<file path="src/rtl/cpu_pkg.sv">
// Shared CPU definitions used by the fetch stage and its neighbours.
// Contents:
//   PC_W / INSTR_W     - fetch address and instruction widths
//   CNT_W              - width of the consumed-instruction counter
//   OPC_MSB / OPC_LSB  - opcode field position inside an instruction
//   OPC_HALT           - opcode that stops fetch
//   fetch_state_e      - fetch control states
package cpu_pkg;

  localparam int PC_W    = 12;
  localparam int INSTR_W = 16;
  localparam int CNT_W   = 16;

  localparam int OPC_MSB = 15;
  localparam int OPC_LSB = 12;

  localparam logic [3:0] OPC_HALT = 4'hF;

  typedef enum logic {
    RUN    = 1'b0,
    HALTED = 1'b1
  } fetch_state_e;

endpackage

</file>
<file path="src/rtl/fetch_unit.sv">
// fetch_unit - program counter and fetch control in front of the
// instruction memory. The memory has a one-cycle registered read, so the
// instruction on i_mem_instr always belongs to the address presented on
// o_pc one accepted edge earlier; this block remembers that address and
// whether the slot is still on-path.
//
// Ports:
//   i_clk          clock, rising edge
//   i_reset        asynchronous reset, active-low
//   i_stop         downstream stall, freezes all fetch state
//   i_redirect     taken branch/jump: load i_redirect_pc, squash in-flight slot
//   i_redirect_pc  redirect target
//   i_mem_instr    registered instruction-memory output
//   o_pc           fetch address to instruction memory
//   o_mem_en       memory output-register enable (advances with this block)
//   o_instr        instruction to decode (passthrough)
//   o_instr_pc     PC of o_instr
//   o_valid        o_instr is a real on-path instruction
//   o_halted       HALT consumed, fetch stopped until a redirect
//   o_fetch_cnt    saturating count of instructions consumed by decode
module fetch_unit #(
  parameter int              PC_W     = cpu_pkg::PC_W,
  parameter int              INSTR_W  = cpu_pkg::INSTR_W,
  parameter logic [PC_W-1:0] RESET_PC = '0
) (
  input  logic                       i_clk,
  input  logic                       i_reset,
  input  logic                       i_stop,
  input  logic                       i_redirect,
  input  logic [PC_W-1:0]            i_redirect_pc,
  input  logic [INSTR_W-1:0]         i_mem_instr,
  output logic [PC_W-1:0]            o_pc,
  output logic                       o_mem_en,
  output logic [INSTR_W-1:0]         o_instr,
  output logic [PC_W-1:0]            o_instr_pc,
  output logic                       o_valid,
  output logic                       o_halted,
  output logic [cpu_pkg::CNT_W-1:0]  o_fetch_cnt
);

  import cpu_pkg::*;

  function automatic logic [CNT_W-1:0] sat_inc(input logic [CNT_W-1:0] c);
    return (&c) ? c : c + 1'b1;
  endfunction

  fetch_state_e      state_q, state_d;
  logic [PC_W-1:0]   pc_q, pc_d;
  logic              infl_valid_q, infl_valid_d;
  logic [PC_W-1:0]   infl_pc_q, infl_pc_d;
  logic [CNT_W-1:0]  cnt_q, cnt_d;

  logic consume;
  logic is_halt;

  // The memory register only moves when this block moves, so the pairing
  // of i_mem_instr with infl_pc_q survives any stall.
  assign o_mem_en = ~i_stop;

  assign consume = infl_valid_q & ~i_stop & ~i_redirect;
  assign is_halt = (i_mem_instr[OPC_MSB:OPC_LSB] == OPC_HALT);

  always_comb begin
    state_d      = state_q;
    pc_d         = pc_q;
    infl_valid_d = infl_valid_q;
    infl_pc_d    = infl_pc_q;
    cnt_d        = cnt_q;

    if (i_redirect) begin
      // Redirect beats stall and halt; the slot already in memory is off-path.
      pc_d         = i_redirect_pc;
      infl_valid_d = 1'b0;
      state_d      = RUN;
    end else if (!i_stop) begin
      if (state_q == RUN) begin
        if (infl_valid_q && is_halt) begin
          // pc_q stays put; memory keeps re-reading it harmlessly.
          state_d      = HALTED;
          infl_valid_d = 1'b0;
        end else begin
          infl_valid_d = 1'b1;
          infl_pc_d    = pc_q;
          pc_d         = pc_q + 1'b1;
        end
      end
    end

    if (consume) begin
      cnt_d = sat_inc(cnt_q);
    end
  end

  always_ff @(posedge i_clk or negedge i_reset) begin
    if (!i_reset) begin
      state_q      <= RUN;
      pc_q         <= RESET_PC;
      infl_valid_q <= 1'b0;
      infl_pc_q    <= '0;
      cnt_q        <= '0;
    end else begin
      state_q      <= state_d;
      pc_q         <= pc_d;
      infl_valid_q <= infl_valid_d;
      infl_pc_q    <= infl_pc_d;
      cnt_q        <= cnt_d;
    end
  end

  assign o_pc        = pc_q;
  assign o_instr     = i_mem_instr;
  assign o_instr_pc  = infl_pc_q;
  assign o_valid     = infl_valid_q;
  assign o_halted    = (state_q == HALTED);
  assign o_fetch_cnt = cnt_q;

endmodule

</file>
<file path="config.mk">
export PLATFORM = sky130hd
export DESIGN_NAME = fetch_unit
export DESIGN_NICKNAME = d
export VERILOG_FILES = /design/src/rtl/cpu_pkg.sv /design/src/rtl/fetch_unit.sv
export SDC_FILE = /design/constraint.sdc
export NUM_CORES = 1
export LEC_CHECK = 0
export ABC_AREA = 1
export BUFFER_PORTS_ARGS = -buffer_cell sky130_fd_sc_hd__buf_2
export CAP_MARGIN = 20
export CORE_MARGIN = 2
export CORE_UTILIZATION = 53
export CTS_CLUSTER_DIAMETER = 40
export DETAILED_ROUTE_END_ITERATION = 8
export HOLD_SLACK_MARGIN = 0.06
export PLACE_DENSITY = 0.94
export SYNTH_ARGS = -nofsm -noshare
export SYNTH_HDL_FRONTEND = slang
export SYNTH_SLANG_ARGS = --single-unit
</file>
<file path="constraint.sdc">
create_clock -name i_clk -period 3.76 [get_ports i_clk]
set_input_delay 0.376 -clock i_clk [delete_from_list [all_inputs] [get_ports i_clk]]
set_output_delay 0.376 -clock i_clk [all_outputs]
set_load 0.005 [all_outputs]
</file>
=== Yosys cells after proc, flatten, opt, wreduce, memory -nomap -nowiden ===
Cells that the tools add are included.

* Add/subtract/negate cells: 2
* Multiply operators: 0
* Divide/modulo/power cells: 0
* Magnitude comparators: 0
* Equality and inequality tests: 4
* Shifts and indexed selects: 0
* Multiplexer cells: 12
* Bitwise operators: 7
* Reductions and logical operators: 6

{| class="wikitable"
|+ Operators by type and width
! cell !! number
|-
| 12-bit two-way mux || 4
|-
| 16-bit by 1-bit adder with 16-bit output (second input constant) || 1
|-
| 16-bit AND reduction || 1
|-
| 12-bit by 1-bit adder with 12-bit output (second input constant) || 1
|-
| 1-bit two-way mux || 8
|-
| 1-bit inverter || 5
|-
| 4-bit == test (second input constant) || 1
|-
| 2-bit != test (second input constant) || 2
|-
| 2-bit AND reduction || 2
|-
| 4-bit AND reduction || 1
|-
| 3-bit AND reduction || 1
|-
| 1-bit AND || 2
|-
| 2-bit by 1-bit != test with 1-bit output (second input constant) || 1
|-
| 1-bit logical AND || 1
|}

* Register bits after elaboration: 42
* Bits in latches: 0
* RAM bits: 0
* Memory bits (read-only): 0
* Input port bits: 32
* Output and inout port bits: 59
* Word-level logic and storage cells: 36
* Memories: 0

=== Logic depth before layout (Yosys ltp) ===
* Word-level depth: 6
* Gate-level depth with buffers: 9
* Mapped depth without buffers: 8

=== Least setup slack after synthesis ===
No wires, ideal clock.

* Kind: reg-to-reg
* Start: register cnt_q[0], in the netlist o_fetch_cnt[0]
* End: register cnt_q[6], in the netlist o_fetch_cnt[6]
* Library setup time: 0.117 ns
* Arrival time: 1.392 ns
* Data required time: 3.643 ns
* Setup slack: 2.251 ns
* Stages on the path, launching flop included: 10
* Buffers on the path: 1
* Clock period less this slack: 1.509 ns
* Cell sequence: dfrtp_1 ha_1 nand2_2 nor2_4 nand2_4 nor2_1 nor2_2 buf_2 nand2_1 nand2_1

* Word-level cells in the longest chain between the ends: 3
* Elaborated cells between the ends (all ways): 4
* Classes of those cells: add/sub: 1; bitwise: 1; reduce/logical: 2

{| class="wikitable"
|+ RTL lines
! item !! line !! text
|-
| start, declared || fetch_unit.sv:51 || <nowiki>logic [CNT_W-1:0] cnt_q, cnt_d;</nowiki>
|-
| start signal, assigned || fetch_unit.sv:106 || <nowiki>cnt_q <= cnt_d;</nowiki>
|-
| branches (longest 3 deep; another with 16-bit by 1-bit adder with 16-bit output) || - ||
|}

Several ways; the timed one is not identified.
A chain may end at the register's enable or synchronous reset.

=== Final worst setup path ===
* Start: input port i_redirect
* End: register pc_q[11], in the netlist o_pc[11]

* Word-level cells in the longest chain between the ends: 2
* Elaborated cells between the ends (all ways): 5
* Classes of those cells: eq/ne: 3; mux: 1; reduce/logical: 1

{| class="wikitable"
|+ RTL lines
! item !! line !! text
|-
| start, declared || fetch_unit.sv:29 || <nowiki>input logic i_redirect,</nowiki>
|-
| 2-bit != test (no line) or 2-bit by 1-bit != test with 1-bit output (tied branches) || - ||
|-
| 3-bit AND reduction (no line) || - ||
|-
| end signal, assigned || fetch_unit.sv:103 || <nowiki>pc_q <= pc_d;</nowiki>
|-
| end, declared || fetch_unit.sv:48 || <nowiki>logic [PC_W-1:0] pc_q, pc_d;</nowiki>
|}

Parallel ways exist; a longest one is shown, timed or not.

==> flow_metrics.tcl <==
set metrics [dict create \
    reg2reg_depth 5 \
    final_area_um2 2820 \
    yosysWarnings 0 \
    crit_type "input pin to flip-flop" \
    max-vdd-ir-drop_uv 268 \
    hold_path.class "input pin to asynchronous set/reset pin" \
    dr.pass1.iters 5 \
    r2r_slack_ns 1.95 \
    layout_common_cells "nand2_1 (141), buf_2 (66), dfrtp_1 (42)" \
    cts_root_buf "clkbuf_8" \
    place_congestion 0.860 \
    routedWlPerCell_um 12.7 \
    grt_pass1_vias 2198 \
    max_cap_violations 0 \
    cp-endpoint "o_pc[11]" \
    cts.sink_count 42 \
    htreeDepth 2 \
    wl_met3_um 378 \
    rsz0062_at_grt "no" \
    drive_gt1_share_pct 21.8 \
    status "finished, final reports clean" \
    synthCells 350 \
    die_h_um 72.7 \
    viasPerCell 5.38 \
    cts_hold_buf 0 \
    numPortBuffers 66 \
    clkPwrFrac_pct 26.3 \
    cts_tree "yes" \
    multi_input_area_um2 1190 \
    highest_layer "met4" \
    maxSlewHeadroom_pct 39.2 \
    crit-reg2reg-launch "o_halted" \
    dieArea_um2 5290 \
    required_ns 4.00 \
    cts.clk_slew.worst_paths_ns 0.08 \
    first_iter_violations 164 \
    fin_ws_ns 1.92 \
    p_sw_w 0.000350 \
    placed_cell_area_um2 2740 \
    cts_setup_buffers 0 \
    end_kind "flip-flop" \
    wl_met2_um 2780 \
    layout_commonest_cell "nand2_1" \
    crit_fanout 24 \
    core_region_area_um2 4440 \
    track_usage_pct 23.2 \
    routedLengthMet1_um 2460 \
    avgSynthCellArea_um2 7.15 \
    cp.arrival_ns 2.08 \
    syn-cell-area_um2 2500 \
    clock.fmax_mhz 543 \
    ioPinCount 91 \
    grt_first_pass_wirelength_um 9720 \
    routed_wl_um 5710 \
    dpl_worst_slack_ns 1.66 \
    cts_buffers 5 \
    antenna_found_initial 0 \
    chipWidth_um 72.7 \
    dr_total_vias 2426 \
    area_growth_pct 12.5 \
    ant_nets 0 \
    grt_max_degree 43 \
    slew_violations 0 \
    synth_ff_type "dfrtp_1" \
    drcViolationCount 0 \
    comb_power_share_pct 21.0 \
    post_cts_resized 0 \
    synth_cell_types 29 \
    synth_edf_count 0 \
    period_needed_ns 1.84 \
    p_int_w 0.000731 \
    hold_viol 0 \
    setup_viol 0 \
    leakage_nw 1.53 \
    place_hpwl_um 4220 \
    async_reset_ff_share_pct 100 \
    startpoint_type "input pin" \
    synth_nets 384 \
    nets 433 \
    crit_start "i_redirect" \
    ff_latch_area_um2 1050 \
    tightestPinTransition_ns 0.912 \
    rows 24 \
    initial_core_util_pct 56.3 \
    fill_cells 415 \
    synth-seq-area-share_pct 42.0 \
    synth_seq_cells 42 \
    finalCritPeriodShare_pct 49.0 \
    fin_worst_skew_ns 0.0104 \
    fin_tns_setup_ns 0 \
    power_density_nw_per_um2 384 \
    overflow 0 \
    clk_latency_ns 0.30 \
    p_seq_share_pct 52.7 \
    switching_share_pct 32.4 \
    clockBufferDepth 2 \
    r2r-end "o_pc[11]" \
    num_antenna_cells 0 \
]
==> cell usage after synthesis (4+ instances only) <==
cell type  count  area, um^2
buf_2          4        20.0
nand2_1      141         529
nand3_1       37         185
xor2_1         6        52.6
o21ai_1        4        20.0
inv_1         24        90.1
buf_4         16         120
dfrtp_1       42        1050
o21ai_0       11        55.1
nor2_1        26        97.6
nand4_1        7        43.8
==> logic make-up after synthesis <==
family,Yosys count,share of synthesized area [%]
and+or+nand+nor,226,38.6
buffers and inverters,51,10.6
DFF,42,42.0
AOI/OAI and AO/OA,21,5.05
xor gates and xnor gates,8,2.80
adders and majority gates,2,1.00
==> final cells by class <==
cell class / count / area share (%)
Multi-Input combinational cell: 257 / 42.2
Sequential cell: 42 / 37.3
Timing Repair Buffer: 66 / 11.7
Inverter: 27 / 3.60
Clock buffer: 6 / 2.58
Tap cell: 52 / 2.31
Clock inverter: 1 / 0.267
==> worst max-delay path, stage by stage <==
cell     delay, ns
buf_2         0.18
inv_2         0.28
nand3_1       0.65
inv_2         0.40
nand3_1       0.11
nand3_1       0.08
==> how the worst min path moves through the flow <==
stage	end	slack, ns
2_1_floorplan	o_fetch_cnt[0]	0.08
3_3_place_gp	o_instr_pc[11]	0.47
3_5_place_dp	o_instr_pc[9]	0.47
4_1_cts	o_fetch_cnt[4]	0.24
5_1_grt	o_fetch_cnt[5]	0.29
6_report	o_fetch_cnt[4]	0.20
==> metrics by stage <==
| step | total power [W] | hold slack [ns] | util (%) | cells |
|---|---|---|---|---|
| after floorplan | 0.000707 | 0.0804 | - | 350 |
| after detailed placement | 0.000807 | 0.469 | 61.5 | 444 |
| after CTS | 0.00109 | 0.243 | 63.3 | 451 |
| after global routing | 0.00114 | 0.288 | 63.3 | 451 |
| after global placement | 0.000793 | 0.465 | 61.5 | 444 |
| final | 0.00108 | 0.201 | 63.3 | 451 |
==> flip-flops by register name (all words and copies together) (netlist names) <==
| signal | flops |
|---|---|
| o_fetch_cnt | 16 |
| o_halted | 1 |
| o_instr_pc | 12 |
| o_pc | 12 |
| o_valid | 1 |
==> metal layers <==
| metal | GRT usage [%] | vias to the layer above |
|---|---|---|
| li1 | - | 1188 |
| met1 | 29.6 | 1129 |
| met2 | 39.7 | 96 |
| met3 | 4.42 | 13 |
| met4 | 7.82 | 0 |
| met5 | 0 | - |
==> power by group through the flow <==
stage	Combinational (W)	Sequential, W	Clock [W]
final	0.000227	0.000570	0.000284
after CTS	0.000231	0.000569	0.000289
after global placement	0.000218	0.000575	0
after global routing	0.000263	0.000579	0.000301
after detailed placement	0.000229	0.000577	0
after floorplan	0.000135	0.000572	0
No activity file was read; power rests on OpenSTA's default activity.
